===== src/rtl/vx_tex_client.sv =====
// Texture bus initiator: tags TEX requests with a pending-table slot and rebuilds writeback commits from responses.
// Optional perf counters are enabled by defining VX_TEX_CLIENT_PERF_EN.
module vx_tex_client #(
   parameter int NUM_LANES     = 4,
   parameter int NUM_PENDING   = 8,
   parameter int UUID_WIDTH    = 44,
   parameter int WID_WIDTH     = 2,
   parameter int META_WIDTH    = 40,
   parameter int LOD_BITS      = 4,
   parameter int STAGE_BITS    = 1,
   parameter int PERF_CTR_BITS = 44,
   localparam int SLOT_W       = $clog2(NUM_PENDING),
   localparam int TAG_W        = UUID_WIDTH + SLOT_W
) (
   input  logic                          clk,
   input  logic                          reset_n,
   input  logic                          exe_valid,
   output logic                          exe_ready,
   input  logic [UUID_WIDTH-1:0]         exe_uuid,
   input  logic [WID_WIDTH-1:0]          exe_wid,
   input  logic [NUM_LANES-1:0]          exe_mask,
   input  logic [STAGE_BITS-1:0]         exe_stage,
   input  logic [META_WIDTH-1:0]         exe_meta,
   input  logic [2*NUM_LANES*32-1:0]     exe_coords,
   input  logic [NUM_LANES*LOD_BITS-1:0] exe_lod,
   output logic                          tex_req_valid,
   input  logic                          tex_req_ready,
   output logic [NUM_LANES-1:0]          tex_req_mask,
   output logic [2*NUM_LANES*32-1:0]     tex_req_coords,
   output logic [NUM_LANES*LOD_BITS-1:0] tex_req_lod,
   output logic [STAGE_BITS-1:0]         tex_req_stage,
   output logic [TAG_W-1:0]              tex_req_tag,
   input  logic                          tex_rsp_valid,
   output logic                          tex_rsp_ready,
   input  logic [NUM_LANES*32-1:0]       tex_rsp_texels,
   input  logic [TAG_W-1:0]              tex_rsp_tag,
   output logic                          cmt_valid,
   input  logic                          cmt_ready,
   output logic [UUID_WIDTH-1:0]         cmt_uuid,
   output logic [WID_WIDTH-1:0]          cmt_wid,
   output logic [NUM_LANES-1:0]          cmt_mask,
   output logic [META_WIDTH-1:0]         cmt_meta,
   output logic [NUM_LANES*32-1:0]       cmt_data,
   output logic [SLOT_W:0]               pending_count
`ifdef VX_TEX_CLIENT_PERF_EN
   ,
   output logic [PERF_CTR_BITS-1:0]      perf_stall_cycles,
   output logic [PERF_CTR_BITS-1:0]      perf_latency_sum
`endif
);

   logic [NUM_PENDING-1:0] tbl_valid;
   logic [UUID_WIDTH-1:0]  tbl_uuid [NUM_PENDING];
   logic [WID_WIDTH-1:0]   tbl_wid  [NUM_PENDING];
   logic [NUM_LANES-1:0]   tbl_mask [NUM_PENDING];
   logic [META_WIDTH-1:0]  tbl_meta [NUM_PENDING];

   logic                   full;
   logic [SLOT_W-1:0]      alloc_slot;
   logic                   exe_fire;
   logic                   rsp_fire;
   logic [SLOT_W-1:0]      rsp_slot;
   logic [UUID_WIDTH-1:0]  rsp_uuid;
   logic                   rsp_hit;
   logic                   free_en;

   // Lowest free slot wins; searched on the pre-cycle valid vector so a slot freed this cycle is not reused yet.
   always_comb begin
      alloc_slot = '0;
      for (int i = NUM_PENDING - 1; i >= 0; i--) begin
         if (!tbl_valid[i]) alloc_slot = SLOT_W'(i);
      end
   end

   assign full          = &tbl_valid;
   assign exe_ready     = ~full & (~tex_req_valid | tex_req_ready);
   assign exe_fire      = exe_valid & exe_ready;
   assign tex_rsp_ready = ~cmt_valid | cmt_ready;
   assign rsp_fire      = tex_rsp_valid & tex_rsp_ready;
   assign rsp_slot      = tex_rsp_tag[SLOT_W-1:0];
   assign rsp_uuid      = tex_rsp_tag[TAG_W-1:SLOT_W];
   assign rsp_hit       = tbl_valid[rsp_slot];
   assign free_en       = rsp_fire & rsp_hit;

   always_ff @(posedge clk or negedge reset_n) begin
      if (!reset_n) begin
         tbl_valid     <= '0;
         pending_count <= '0;
      end else begin
         if (free_en)  tbl_valid[rsp_slot]   <= 1'b0;
         if (exe_fire) tbl_valid[alloc_slot] <= 1'b1;
         case ({exe_fire, free_en})
            2'b10:   pending_count <= pending_count + 1'b1;
            2'b01:   pending_count <= pending_count - 1'b1;
            default: pending_count <= pending_count;
         endcase
      end
   end

   always_ff @(posedge clk or negedge reset_n) begin
      if (!reset_n) begin
         for (int i = 0; i < NUM_PENDING; i++) begin
            tbl_uuid[i] <= '0;
            tbl_wid[i]  <= '0;
            tbl_mask[i] <= '0;
            tbl_meta[i] <= '0;
         end
      end else if (exe_fire) begin
         tbl_uuid[alloc_slot] <= exe_uuid;
         tbl_wid[alloc_slot]  <= exe_wid;
         tbl_mask[alloc_slot] <= exe_mask;
         tbl_meta[alloc_slot] <= exe_meta;
      end
   end

   // Request register: payload only reloads on a new issue, so it holds while the texture unit stalls.
   always_ff @(posedge clk or negedge reset_n) begin
      if (!reset_n) begin
         tex_req_valid  <= 1'b0;
         tex_req_mask   <= '0;
         tex_req_coords <= '0;
         tex_req_lod    <= '0;
         tex_req_stage  <= '0;
         tex_req_tag    <= '0;
      end else if (exe_fire) begin
         tex_req_valid  <= 1'b1;
         tex_req_mask   <= exe_mask;
         tex_req_coords <= exe_coords;
         tex_req_lod    <= exe_lod;
         tex_req_stage  <= exe_stage;
         tex_req_tag    <= {exe_uuid, alloc_slot};
      end else if (tex_req_ready) begin
         tex_req_valid  <= 1'b0;
      end
   end

   always_ff @(posedge clk or negedge reset_n) begin
      if (!reset_n) begin
         cmt_valid <= 1'b0;
         cmt_uuid  <= '0;
         cmt_wid   <= '0;
         cmt_mask  <= '0;
         cmt_meta  <= '0;
         cmt_data  <= '0;
      end else if (free_en) begin
         cmt_valid <= 1'b1;
         cmt_uuid  <= tbl_uuid[rsp_slot];
         cmt_wid   <= tbl_wid[rsp_slot];
         cmt_mask  <= tbl_mask[rsp_slot];
         cmt_meta  <= tbl_meta[rsp_slot];
         cmt_data  <= tex_rsp_texels;
      end else if (cmt_ready) begin
         cmt_valid <= 1'b0;
      end
   end

`ifdef VX_TEX_CLIENT_PERF_EN
   always_ff @(posedge clk or negedge reset_n) begin
      if (!reset_n) begin
         perf_stall_cycles <= '0;
         perf_latency_sum  <= '0;
      end else begin
         if (exe_valid && !exe_ready) perf_stall_cycles <= perf_stall_cycles + 1'b1;
         perf_latency_sum <= perf_latency_sum + PERF_CTR_BITS'(pending_count);
      end
   end
`else
   // Perf counters are not built in this configuration.
`endif

`ifndef SYNTHESIS
   // A response to an idle slot is legal after a mid-flight reset, so it only warns.
   always_ff @(posedge clk) begin
      if (reset_n && rsp_fire) begin
         assert (rsp_hit)
            else $warning("vx_tex_client: response to idle slot %0d dropped", rsp_slot);
         if (rsp_hit) begin
            assert (tbl_uuid[rsp_slot] == rsp_uuid)
               else $error("vx_tex_client: uuid %0h does not match slot %0d", rsp_uuid, rsp_slot);
         end
      end
   end
`endif

endmodule


===== config.mk =====
export PLATFORM = sky130hd
export DESIGN_NAME = vx_tex_client
export DESIGN_NICKNAME = d
export VERILOG_FILES = /design/src/rtl/vx_tex_client.sv
export SDC_FILE = /design/constraint.sdc
export NUM_CORES = 2
export LEC_CHECK = 0
export CAP_MARGIN = 40
export CORE_AREA = 2 2 420 422
export DETAILED_ROUTE_END_ITERATION = 6
export DIE_AREA = 0 0 422 424
export DONT_BUFFER_PORTS = 1
export SYNTH_ARGS = -nofsm -noshare
export SYNTH_HDL_FRONTEND = slang
export SYNTH_SLANG_ARGS = --single-unit

===== constraint.sdc =====
create_clock -name clk -period 2.55 [get_ports clk]
set_input_delay 0.1275 -clock clk [delete_from_list [all_inputs] [get_ports clk]]
set_output_delay 0.1275 -clock clk [all_outputs]
set_load 0.03 [all_outputs]

==> qor.yml <==
dp_hpwl_mm: 120
drive_gt1_share_pct: 33.0
grt_overflow: 0
hold_viol_final: 479
cts.clk_slew.worst_paths_ns: 0.06
total_power_mw: 76.6
worstSkewPairLatency_ns: 0.81
worstMarginPinSlew_ns: 1.20
nNetsFinal: 4636
io_pins: 1094
stdcell_count: 6591
synth_area_sq_um: 51700
grt_pass1_vias: 35000
track_usage_pct: 19.7
row_count: 154
fillers: 16200
cp-startpoint: "tbl_valid[4]$_DFF_PN0_"
rsz0062_at_grt: "false"
crit_required_ns: 3.23
synth_nets: 3858
vias_per_cell: 5.08
critPathCaptureType: "flop"
netlist.area_leader.share_pct: 61.8
wirelength_mm: 182
leakage_nw: 29.1
antenna_found_initial: 77
clock-root-buffer: "clkbuf_16"
synth_top_cell_by_area: "dfrtp_1"
cts_max_path_buffers: 3
dieArea_sq_um: 179000
fin_crit_ns: 2.41
min_period_over_period_pct: 94.4
grt_max_degree: 278
post_cts_buffers: 0
dr.pass1.iters: 7
synth_warnings: 0
hold_ws_ns: -0.970
multi_input_area_sq_um: 18500
coreArea_sq_um: 175000
violations: "hold timing"
status: "finished with violations"
mostFrequentLayoutCells: "1,276 x dfrtp_1, 905 x mux2_2, 732 x dlygate4sd3_1, 180 x a22oi_1, 165 x mux2_1"
synth.area.top_cells: "dfrtp_1 62%, mux2_2 20%, mux2_1 3.6%"
async_flop_share_pct: 100
synthCells: 3311
port_buffers: 0
grt_pass1_wl_mm: 259
die_x_microns: 422
final.setup_skew_ns: 0.0353
crit_fanout: 63
syn_avg_cell_area_sq_um: 15.6
maxClockFrequency_mhz: 415
crit_type: "flop to flop"
hold_path.class: "input port to async pin"
initial_core_util_pct: 29.5
layout_commonest_cell: "dfrtp_1"
ir_drop_mv: 0.788
routedWlPerCell_microns: 27.6
antenna_left: 0
drt_iter0_drc: 2038
synth_edf_count: 0
start_kind: "flop"
cts_made_buffers: 145
gp_congestion: 0.961
die_y_microns: 424
place_inst: 5543
drv_slew: 0
powerDensity_nw_per_um2: 1140
slew_headroom_pct: 19.9
r2r_start: "tbl_valid[4]$_DFF_PN0_"
synth_cell_types: 46
finalSetupViolCount: 0
ys.flop_type: "dfrtp_1"
area_delta_synth_final_pct: 30.4
h-tree-depth: 4
cts.sinks: 1276
route.vias.total: 33500
drc: 0
ys_seq_area_share_pct: 61.8
yosys_register_bits: 1276
cap_violations: 0
cts_tree: "yes"
arrival_ns: 3.09
seqCellArea_sq_um: 31900
==> area by class of cell <==
class,count,share of cell area [%]
multi-input combinational,1803,27.4
tap,2340,4.35
antenna,57,0.212
inverter,2,0.0111
sequential,1276,47.4
clock buffer,207,6.30
timing repair buffer,861,13.5
clock inverter,45,0.817
==> cells in the mapped netlist, drive strengths merged (2+ instances only) <==
cell       n
dfrtp   1276
xor2       4
buf      196
nor2       5
a221oi    90
and3b      2
nor3b      4
mux2i      3
a21o      92
o21ai     13
inv        2
a22oi    180
nand3b     6
a22o      90
nor3       3
nand2     18
clkbuf    34
mux2    1171
a31oi     90
nand4      4
a21oi      5
ha         3
nand2b     8
==> registers in the layout, indices dropped and copies added, names as in the netlist, 2 cells and up <==
| name | flops |
|---|---|
| tbl_meta | 320 |
| tex_req_mask | 4 |
| cmt_meta | 40 |
| pending_count | 4 |
| tbl_valid | 8 |
| tex_req_tag | 47 |
| tbl_mask | 32 |
| tex_req_coords | 256 |
| cmt_wid | 2 |
| cmt_mask | 4 |
| cmt_data | 128 |
| tex_req_lod | 16 |
| tbl_wid | 16 |
| cmt_uuid | 44 |
| tbl_uuid | 352 |
==> kinds of logic after synthesis <==
group                      count (synthesis)  share of synthesized area [%]
AOI/OAI and AO/OA                        566                           8.40
xor gates and xnor gates                   5                         0.0848
adders and majority gates                  3                         0.0727
buffers and inverters                    232                           2.67
DFF                                     1276                           61.8
muxes                                   1174                           26.3
and+or+nand+nor                           55                          0.654
==> power breakdown <==
group	switching, mW	internal, mW	total, mW
registers	11.8	28.5	40.3
clock network	8.70	12.3	21.0
logic	5.90	9.33	15.2
total	26.4	50.2	76.6
==> worst max-delay path, stage by stage, from the launching register on <==
cell and delay, ns:
dfrtp_1 0.42, mux2_4 0.29, o311a_4 0.31, nand4_4 0.09
buf_12 0.22, buf_12 0.45, mux2_4 0.35
==> routing by layer <==
layer  up-vias  routed length, microns  track usage (%)
met2      1280                   92700             34.3
met5         -                     132                0
met1     17800                   65500             21.3
met3       423                   12800             5.96
met4        20                   10600             10.7
li1      14000                       -                -
==> stage by stage <==
stage	setup TNS (ns)	util [%]	area [sq um]	setup WS, ns
after floorplan	0	-	51700	0.0104
after global placement	-73.20	31.4	54900	-0.377
after detailed placement	-93.08	31.4	54900	-0.489
final	0	38.5	67400	0.142
after global routing	0	38.5	67300	0.0483
after CTS	0	38.3	67000	0.152
==> repair_timing <==
item                                    4_1_cts  5_1_grt
gates resized for setup                       1        0
pin swaps                                     0        0
hold buffers                                731        5
endpoints found under the setup margin       14       71
gates cloned                                  0        1
endpoints found under the hold margin      1788      537
==> final timing paths <==
path                       slack (ns)  cells after the start                               to
setup reg to reg                 0.14                      6         cmt_data[50]$_DFFE_PN0N_
hold / removal                  -0.97                      0        cmt_data[108]$_DFFE_PN0N_
max in group asynchronous        0.55                      3        tbl_uuid[184]$_DFFE_PN0P_
setup / recovery                 0.14                      6         cmt_data[50]$_DFFE_PN0N_
min in group clk                 0.06                      2  tex_req_coords[120]$_DFFE_PN0P_
hold reg to reg                  0.49                      1        tbl_uuid[197]$_DFFE_PN0P_
(Power assumes the default switching activity.)
